<file path="src/rtl/arq_pkg.sv">
// arq_pkg: shared types and constants for the ARQ retry sequencer.
// States, datapath error modes and a counter-width helper.
package arq_pkg;

  typedef enum logic [2:0] {
    IDLE,
    WRITE,
    READ,
    WAIT,
    DONE,
    FAIL
  } arq_state_e;

  localparam logic [1:0] ERR_NONE = 2'd0;
  localparam logic [1:0] ERR_1B   = 2'd1;
  localparam logic [1:0] ERR_2B   = 2'd2;
  localparam logic [1:0] ERR_DROP = 2'd3;

  function automatic int cnt_w(input int n);
    return (n <= 2) ? 1 : $clog2(n);
  endfunction

endpackage

</file>
<file path="src/rtl/arq_timeout_timer.sv">
// arq_timeout_timer: per-attempt wait timer.
// Cleared before each wait, counts while enabled, flags TIMEOUT-1.
module arq_timeout_timer
  import arq_pkg::*;
#(
  parameter int TIMEOUT = 8
) (
  input  logic clk,
  input  logic rst_n,
  input  logic clr,
  input  logic en,
  output logic expire
);

  localparam int TW = cnt_w(TIMEOUT);

  logic [TW-1:0] cnt_q;
  logic          at_end;

  assign at_end = (cnt_q == TW'(TIMEOUT - 1));
  assign expire = en && at_end;

  // count wait cycles; hold at the last value so it never wraps
  always_ff @(posedge clk or negedge rst_n) begin
    if (!rst_n) begin
      cnt_q <= '0;
    end else if (clr) begin
      cnt_q <= '0;
    end else if (en && !at_end) begin
      cnt_q <= cnt_q + TW'(1);
    end
  end

endmodule

</file>
<file path="src/rtl/arq_retry_ctrl.sv">
// arq_retry_ctrl: stop-and-wait ARQ sequencer for the ECC+FIFO datapath.
// Build option ARQ_STATS_EN adds saturating retry/fail counters.
module arq_retry_ctrl
  import arq_pkg::*;
#(
  parameter int DATA_W    = 4,
  parameter int MAX_RETRY = 3,
  parameter int TIMEOUT   = 8,
  parameter int STAT_W    = 8
) (
  input  logic              clk,
  input  logic              rst_n,
  input  logic              in_valid,
  output logic              in_ready,
  input  logic [DATA_W-1:0] in_data,
  input  logic [1:0]        err_mode_cfg,
  output logic              out_valid,
  input  logic              out_ready,
  output logic [DATA_W-1:0] out_data,
  output logic              out_ok,
  output logic              dp_wr_en,
  output logic              dp_rd_en,
  output logic [DATA_W-1:0] dp_data_in,
  output logic [1:0]        dp_err_mode,
  input  logic [DATA_W-1:0] dp_data_out,
  input  logic              dp_ack,
  input  logic              dp_nack,
  output logic [STAT_W-1:0] stat_retries,
  output logic [STAT_W-1:0] stat_fails
);

  localparam int RW = cnt_w(MAX_RETRY + 1);

  arq_state_e        state_q;
  arq_state_e        state_d;
  logic [DATA_W-1:0] hold_q;
  logic [DATA_W-1:0] hold_d;
  logic [RW-1:0]     retry_q;
  logic [RW-1:0]     retry_d;
  logic              last_try;
  logic              att_ack;
  logic              att_fail;
  logic              tmo;

  arq_timeout_timer #(
    .TIMEOUT(TIMEOUT)
  ) u_timer (
    .clk   (clk),
    .rst_n (rst_n),
    .clr   (state_q == READ),
    .en    (state_q == WAIT),
    .expire(tmo)
  );

  // next state: nack beats ack, ack beats the timer
  always_comb begin
    state_d  = state_q;
    hold_d   = hold_q;
    retry_d  = retry_q;
    att_ack  = 1'b0;
    att_fail = 1'b0;
    last_try = (retry_q == RW'(MAX_RETRY));
    unique case (state_q)
      IDLE: begin
        if (in_valid) begin
          hold_d  = in_data;
          retry_d = '0;
          state_d = WRITE;
        end
      end
      WRITE: state_d = READ;
      READ:  state_d = WAIT;
      WAIT: begin
        if (dp_nack) begin
          att_fail = 1'b1;
        end else if (dp_ack) begin
          att_ack = 1'b1;
          state_d = DONE;
        end else if (tmo) begin
          att_fail = 1'b1;
        end
        if (att_fail) begin
          if (last_try) begin
            state_d = FAIL;
          end else begin
            retry_d = retry_q + RW'(1);
            state_d = WRITE;
          end
        end
      end
      DONE, FAIL: begin
        if (out_ready) state_d = IDLE;
      end
      default: state_d = IDLE;
    endcase
  end

  // state, payload hold and attempt counter
  always_ff @(posedge clk or negedge rst_n) begin
    if (!rst_n) begin
      state_q <= IDLE;
      hold_q  <= '0;
      retry_q <= '0;
    end else begin
      state_q <= state_d;
      hold_q  <= hold_d;
      retry_q <= retry_d;
    end
  end

  // registered outputs decoded from the next state
  always_ff @(posedge clk or negedge rst_n) begin
    if (!rst_n) begin
      in_ready    <= 1'b1;
      out_valid   <= 1'b0;
      dp_wr_en    <= 1'b0;
      dp_rd_en    <= 1'b0;
      dp_data_in  <= '0;
      dp_err_mode <= ERR_NONE;
    end else begin
      in_ready  <= (state_d == IDLE);
      out_valid <= (state_d == DONE)
                || (state_d == FAIL);
      dp_wr_en  <= (state_d == WRITE);
      dp_rd_en  <= (state_d == READ);
      if (state_d == WRITE) begin
        dp_data_in  <= hold_d;
        dp_err_mode <= err_mode_cfg;
      end else begin
        dp_data_in  <= '0;
        dp_err_mode <= ERR_NONE;
      end
    end
  end

  // result: read-back data on ack, original payload when exhausted
  always_ff @(posedge clk or negedge rst_n) begin
    if (!rst_n) begin
      out_data <= '0;
      out_ok   <= 1'b0;
    end else if (att_ack) begin
      out_data <= dp_data_out;
      out_ok   <= 1'b1;
    end else if (att_fail && last_try) begin
      out_data <= hold_q;
      out_ok   <= 1'b0;
    end
  end

`ifdef ARQ_STATS_EN
  logic [STAT_W-1:0] retries_q;
  logic [STAT_W-1:0] fails_q;

  // saturating retransmission and failure counters
  always_ff @(posedge clk or negedge rst_n) begin
    if (!rst_n) begin
      retries_q <= '0;
      fails_q   <= '0;
    end else begin
      if (att_fail && !last_try && (retries_q != '1))
        retries_q <= retries_q + STAT_W'(1);
      if (att_fail && last_try && (fails_q != '1))
        fails_q <= fails_q + STAT_W'(1);
    end
  end

  assign stat_retries = retries_q;
  assign stat_fails   = fails_q;
`else
  assign stat_retries = '0;
  assign stat_fails   = '0;
`endif

endmodule

</file>
<file path="config.mk">
export PLATFORM = sky130hd
export DESIGN_NAME = arq_retry_ctrl
export DESIGN_NICKNAME = d
export VERILOG_FILES = /design/src/rtl/arq_pkg.sv /design/src/rtl/arq_timeout_timer.sv /design/src/rtl/arq_retry_ctrl.sv
export SDC_FILE = /design/constraint.sdc
export NUM_CORES = 1
export LEC_CHECK = 0
export ABC_AREA = 1
export CELL_PAD_IN_SITES_DETAIL_PLACEMENT = 2
export CELL_PAD_IN_SITES_GLOBAL_PLACEMENT = 2
export CORE_MARGIN = 1
export CORE_UTILIZATION = 26
export CTS_CLUSTER_SIZE = 40
export DETAILED_ROUTE_END_ITERATION = 10
export GPL_TIMING_DRIVEN = 0
export PLACE_DENSITY = 0.81
export REMOVE_ABC_BUFFERS = 1
export SLEW_MARGIN = 15
export SYNTH_ARGS = -nofsm -noshare
export SYNTH_HDL_FRONTEND = slang
export SYNTH_SLANG_ARGS = --single-unit
</file>
<file path="constraint.sdc">
create_clock -name clk -period 1.61 [get_ports clk]
set_input_delay 0.322 -clock clk [delete_from_list [all_inputs] [get_ports clk]]
set_output_delay 0.322 -clock clk [all_outputs]
set_load 0.02 [all_outputs]
</file>
* Yosys cells after proc, flatten, opt, wreduce, memory -nomap -nowiden *
Index checks and enable logic that the tools add are counted.

cells by class
  equality and inequality tests = 14
  mux-type cells = 29
  $add $sub $neg = 2
  reductions and logical operators = 12

operators with widths
  operator                                             number
  two-way mux 3 bit                                    8
  two-way mux 4 bit                                    5
  equality test 3 bit, second input constant           5
  one-hot mux 3 bit (5 select lines)                   1
  two-way mux 1 bit                                    10
  equality test 3 x 2 -> 1 bit, second input constant  3
  two-way mux 2 bit                                    4
  equality test 3 x 1 -> 1 bit, second input constant  2
  zero test 3 bit                                      2
  != test 2 bit, second input constant                 3
  nonzero test 2 bit                                   3
  one-hot mux 2 bit (2 select lines)                   1
  AND reduction 4 bit                                  1
  adder 3 x 1 -> 3 bit, second input constant          1
  logical AND 1 bit                                    3
  adder 2 x 1 -> 2 bit, second input constant          1
  equality test 2 bit, second input constant           1
  OR reduction 2 bit                                   1
  zero test 1 bit                                      1
  logical OR 1 bit                                     1

storage, ports and cells
  word-level logic and storage cells = 69
  input bits = 16
  output and inout bits = 31
  bits in registers = 27

* Logic depth before layout (Yosys ltp) *
  depth in word-level cells = 10
  depth in mapped cells = 8
  gate-level depth less buffers = 8

* Modules after synthesis *
Synthesis repeated with hierarchy kept, for this count alone.

second synthesis, totals
  cells, all modules = 160
  area, all modules = 1376.3 sq um

by module, submodules not included
  module             sequential area each (sq um)  instances  area each (sq um)  cells each
  arq_retry_ctrl     601.8                         1          1202.4             138
  arq_timeout_timer  75.1                          1          173.9              22

* Least setup slack after synthesis *
No wires, ideal clock.

  path kind = register to register
  start = register u_timer.cnt_q[0]
  end = register out_data[2]
  stages on the path, launching flop included = 9
  period minus slack after synthesis = 1.314 ns
  arrival = 1.197 ns
  library setup time = 0.117 ns
  path slack = 0.296 ns
  path through = dfrtp_1 > ha_1 > ha_1 > nand2_1 > a21oi_2 > nand2_2 > nand2_1 > nand2_1 > nand2_1

on the way
  cells in the longest elaborated chain, start to end = 9

RTL lines
  item                                 RTL line                 text
  start: declaration                   arq_timeout_timer.sv:17  logic [TW-1:0] cnt_q;
  start signal: assignment             arq_timeout_timer.sv:30  cnt_q <= cnt_q + TW'(1);
  equality test 3 bit                  arq_timeout_timer.sv:20  assign at_end = (cnt_q == TW'(TIMEOUT - 1));
  logical AND 1 bit                    arq_timeout_timer.sv:21  assign expire = en && at_end;
  two-way mux 1 bit                    arq_retry_ctrl.sv:79     end else if (tmo) begin
  two-way mux 1 bit                    arq_retry_ctrl.sv:76     end else if (dp_ack) begin
  two-way mux 1 bit                    arq_retry_ctrl.sv:74     if (dp_nack) begin
  two-way mux 1 bit (2 in a row)       arq_retry_ctrl.sv:63     unique case (state_q)
  logical AND 1 bit                    arq_retry_ctrl.sv:144    end else if (att_fail && last_try) begin
  nonzero test 2 bit (no source line)  --
  end signal: assignment               arq_retry_ctrl.sv:142    out_data <= dp_data_out;
  end signal: assignment               arq_retry_ctrl.sv:145    out_data <= hold_q;
  end: declaration                     arq_retry_ctrl.sv:19     output logic [DATA_W-1:0] out_data,

No other way between the ends. The select of a mux whose other input is x is not followed.
A chain may end at the register's enable or synchronous reset.

* Worst setup path after layout *
  start = register dp_data_in[0]
  end = output port dp_data_in[0]

RTL lines
  item                      RTL line               text
  start: declaration        arq_retry_ctrl.sv:23   output logic [DATA_W-1:0] dp_data_in,
  start signal: assignment  arq_retry_ctrl.sv:127  dp_data_in <= hold_d;

No word-level cell between the ends.

==> results.txt <==
The logs give 1290 ps for the critical path required time and 0.5404 mV for the maximum VDD drop. The die covers 0.005495 sq mm. From bottom edge to top edge, the die measures 74.13 um. Number of instances in the synthesized netlist: 148. The critical path in this run is classified as reg2out. The initial antenna violation count came out at 0. The iteration-0 DRC count of the detailed router is 32, and the sum of net half-perimeters after detailed placement is 2.405 mm. The final RePlAce weighted congestion is 0.7816, and the area growth from synthesis to layout is 28.31%.

Broken down by cell family, the worst path's largest delay share belongs to buffers and inverters. At the pin with the least slew margin, the transition time is 609.2 ps. Summed over all instances, the cell type with the most area after synthesis is sky130_fd_sc_hd__dfrtp_1. The number of buffers inserted during clock tree synthesis is 3. The run gives 0 ps as the final total negative setup slack. Counting cells, the worst reg-to-reg path comes to 7.

The largest single stage delay on the critical path is 600 ps. Area of the placeable core: 0.004848 sq mm. In the finished design, the share of the clock period the worst path needs comes to 96.14%.

For this run, the register share of the synthesized area comes to 50.05%. STA classifies the critical path startpoint as a flip-flop. After synthesis, the largest area contributor takes up 48.10% of total cell area. Reg-to-reg critical path endpoint: out_data[0]. After detailed routing, the total wire length is 3.104 mm. In this run the mean area of a mapped cell was 9.139 sq um. The largest buffer count on any clock path is 2.

The row count is 25, and the peak fanout along the critical path is 1. The filler cells instantiated in the layout total 557. The tools report the number of warnings printed during yosys synthesis as 0.

The initial utilization of the core area, before any placement, comes to 27.90%. The run gives 45.70 ps as the worst hold slack. Leaving out fill and tap cells, the most frequent cells in the layout are 26 x sky130_fd_sc_hd__dfrtp_1, 23 x sky130_fd_sc_hd__clkdlybuf4s50_1, 21 x sky130_fd_sc_hd__nand2_1, 20 x sky130_fd_sc_hd__nand3_1, 17 x sky130_fd_sc_hd__inv_1. In this run the power density over the cells is 1665 mW/mm^2. The number of antenna diodes in the final layout is 0. The register clock-pin slew on the reported worst setup and hold paths was 100 ps. The clock reaches the later pin of the worst-skew pair after 280 ps. Leaving out fill and tap cells, the most frequent cell in the layout is sky130_fd_sc_hd__dfrtp_1. Static timing analysis puts the maximum clock frequency at 646.1 MHz. For this run, the post-layout net count is 201. Global routing consumed, over all layers together, 12.81% of the routing resources. The netlist uses 23 different library cells. The startpoint identified for the worst register-to-register timing path is u_timer.cnt_q[0].

In this run the cell area of the synthesized design comes to 0.001353 sq mm. Clock tree root buffer cell: sky130_fd_sc_hd__clkbuf_8. For the max-slew headroom at the worst pin, the log shows 59.38%.

The count of port buffers added during placement came out at 30. The worst setup path is captured at a primary output. Once placement finished, the instance area stood at 0.001668 sq mm.

The logs give 4 for the number of detailed-routing iterations run before antenna repair and 543.0 sq um for the multi-input gate area in the final layout. The flow ran to the end, and the final reports show no timing, DRC or antenna violations. For the maximum number of pins on one net before global-route repair, the log shows 28. The run gives 0 as the buffer count from post-CTS setup fixing. Across the run, the number of max-cap violations was 0. For the finished layout, the period the worst path requires is 1548 ps. Walking the worst path, the cells encountered are clkdlybuf4s50_1. The final number of setup-violating endpoints is 0. The tools report the level count of the clock H-tree as 1. The number of placed I/O pins was 47. For this design, the slowest cell found on the critical path is sky130_fd_sc_hd__clkdlybuf4s50_1.

The tools report the leakage power total as 0.0009469 uW. The worst path buffer plus inverter count works out to 1. Cells with a size suffix above 1 make up 14.92% of the layout.

Across all layers, the routed design uses 1036 vias. The tree built by TritonCTS fans out to 27 sinks. Across the routed clock network, the largest skew measured is 5.659 ps. For this design, the CTS-stage hold fixing added 0 buffers.

The count of nets left with antenna violations once routing finished came out at 0. The register bit count reported by yosys is 27, and the summed area of non-filler cells in the final layout is 0.001735 sq mm. TritonCTS built the clock tree. After detailed routing, the number of remaining DRC violations is 0. After detailed routing, the average wire length per cell comes to 12.52 um.

Setup repair after global routing left no endpoint under its margin. Ranked by total cell area, the synthesized netlist is headed by sky130_fd_sc_hd__dfrtp_1 48%, sky130_fd_sc_hd__buf_4 8.9%, sky130_fd_sc_hd__nand3_1 7.4%, sky130_fd_sc_hd__nand2_1 6.1%, sky130_fd_sc_hd__inv_1 4.7%. The ratio of routed vias to standard cells came out at 4.177. The die extent in x is 74.13 um, and the sequential cell area is 676.9 sq um. The first global-routing pass estimated 5.271 mm of wire. For the max-slew violation count, the log shows 0. In this run the worst hold path is classified as in2async. The count of instances resized after the clock tree is built was 1; the number of hold violations in the final report was 0.

Global routing finished with a remaining overflow of 0. The slack of the worst reg-to-reg path was 140 ps. For the worst setup path, the data arrival time is 1230 ps. Via count of the first global-routing pass: 1078.
Yosys cell counts:
cell                       count
sky130_fd_sc_hd__nand3_2       2
sky130_fd_sc_hd__clkinv_4      1
sky130_fd_sc_hd__a21oi_2       1
sky130_fd_sc_hd__nand2_4       1
sky130_fd_sc_hd__dfstp_2       1
sky130_fd_sc_hd__nand2_1      22
sky130_fd_sc_hd__nor2_1       13
sky130_fd_sc_hd__inv_1        17
sky130_fd_sc_hd__conb_1        1
sky130_fd_sc_hd__nand3b_1      1
sky130_fd_sc_hd__nand2_2       6
sky130_fd_sc_hd__buf_4        16
sky130_fd_sc_hd__nor2_8        1
sky130_fd_sc_hd__dfrtp_1      26
sky130_fd_sc_hd__or2_2         4
sky130_fd_sc_hd__o21ai_0       6
sky130_fd_sc_hd__nor3_1        1
sky130_fd_sc_hd__o21ai_2       2
sky130_fd_sc_hd__ha_1          3
sky130_fd_sc_hd__nand4_1       1
sky130_fd_sc_hd__inv_2         1
sky130_fd_sc_hd__nand3_4       1
sky130_fd_sc_hd__nand3_1      20
final cells by class:
cell class	count	share of cell area (%)
sequential	27	39.01
multi-input combinational	101	31.29
timing repair buffer	30	17.66
tap	67	4.831
inverter	19	4.398
clock buffer	3	2.379
clock inverter	1	0.4326
flip-flops by register name (all words and copies together), names as in the netlist, 2 cells and up:
signal / count
dp_data_in: 4
out_data: 4
hold_q: 4
state_q: 3
u_timer.cnt_q: 3
dp_err_mode: 2
retry_q: 2
per-layer routing:
layer,global-route usage (%),share of wire [%]
met1,15.77,43
met2,22.63,52
met3,2.439,4.4
met4,3.846,1.0
met5,0,0
worst reg2reg max path, cell delays in order (launching register included):
cell,delay (ps)
sky130_fd_sc_hd__dfrtp_1,380
sky130_fd_sc_hd__ha_1,160
sky130_fd_sc_hd__ha_1,160
sky130_fd_sc_hd__nand2_1,90
sky130_fd_sc_hd__a21oi_2,270
sky130_fd_sc_hd__nand2_4,130
sky130_fd_sc_hd__nand3_1,90
sky130_fd_sc_hd__nand3_1,70
metrics by stage:
| step | utilization (%) | power [uW] | setup slack (ps) | instances |
|---|---|---|---|---|
| finish | 35.79 | 2890 | 62.14 | 248 |
| global route | 35.79 | 3141 | 8.002 | 248 |
| CTS | 35.38 | 2949 | 15.44 | 248 |
| detailed placement | 34.40 | 2529 | -143.9 | 244 |
| global placement | 34.50 | 2459 | -236.3 | 244 |
| floorplan | - | 1979 | 296.4 | 147 |
power breakdown:
part	leakage [uW]	switching, uW	internal, uW	total (uW)
logic	0.000589	829	526	1350
registers	0.000336	175	955	1130
clock network	0.0000217	228	176	404
total	0.000947	1230	1660	2890
worst max-delay path by stage:
stage	depth (start not counted)	endpoint	start	slack, ps
final	1	dp_data_in[0]	dp_data_in[0]	60
after global routing	1	out_ok	out_ok	8
after CTS	1	out_data[0]	out_data[0]	20
after detailed placement	7	dp_data_in[3]	in_valid	-140
after global placement	1	dp_err_mode[0]	rst_n	-240
after floorplan	8	out_data[2]	u_timer.cnt_q[0]	300
cell families after synthesis:
kind of cell,share of synthesized area (%)
AND/OR/NAND/NOR,28.22
buffers and inverters,14.52
flip-flops,50.05
AO/OA/AOI/OAI,4.163
adder cells (fa/ha/maj),2.776
other,0.2773
Note: power is estimated with default switching activity, not from simulation.
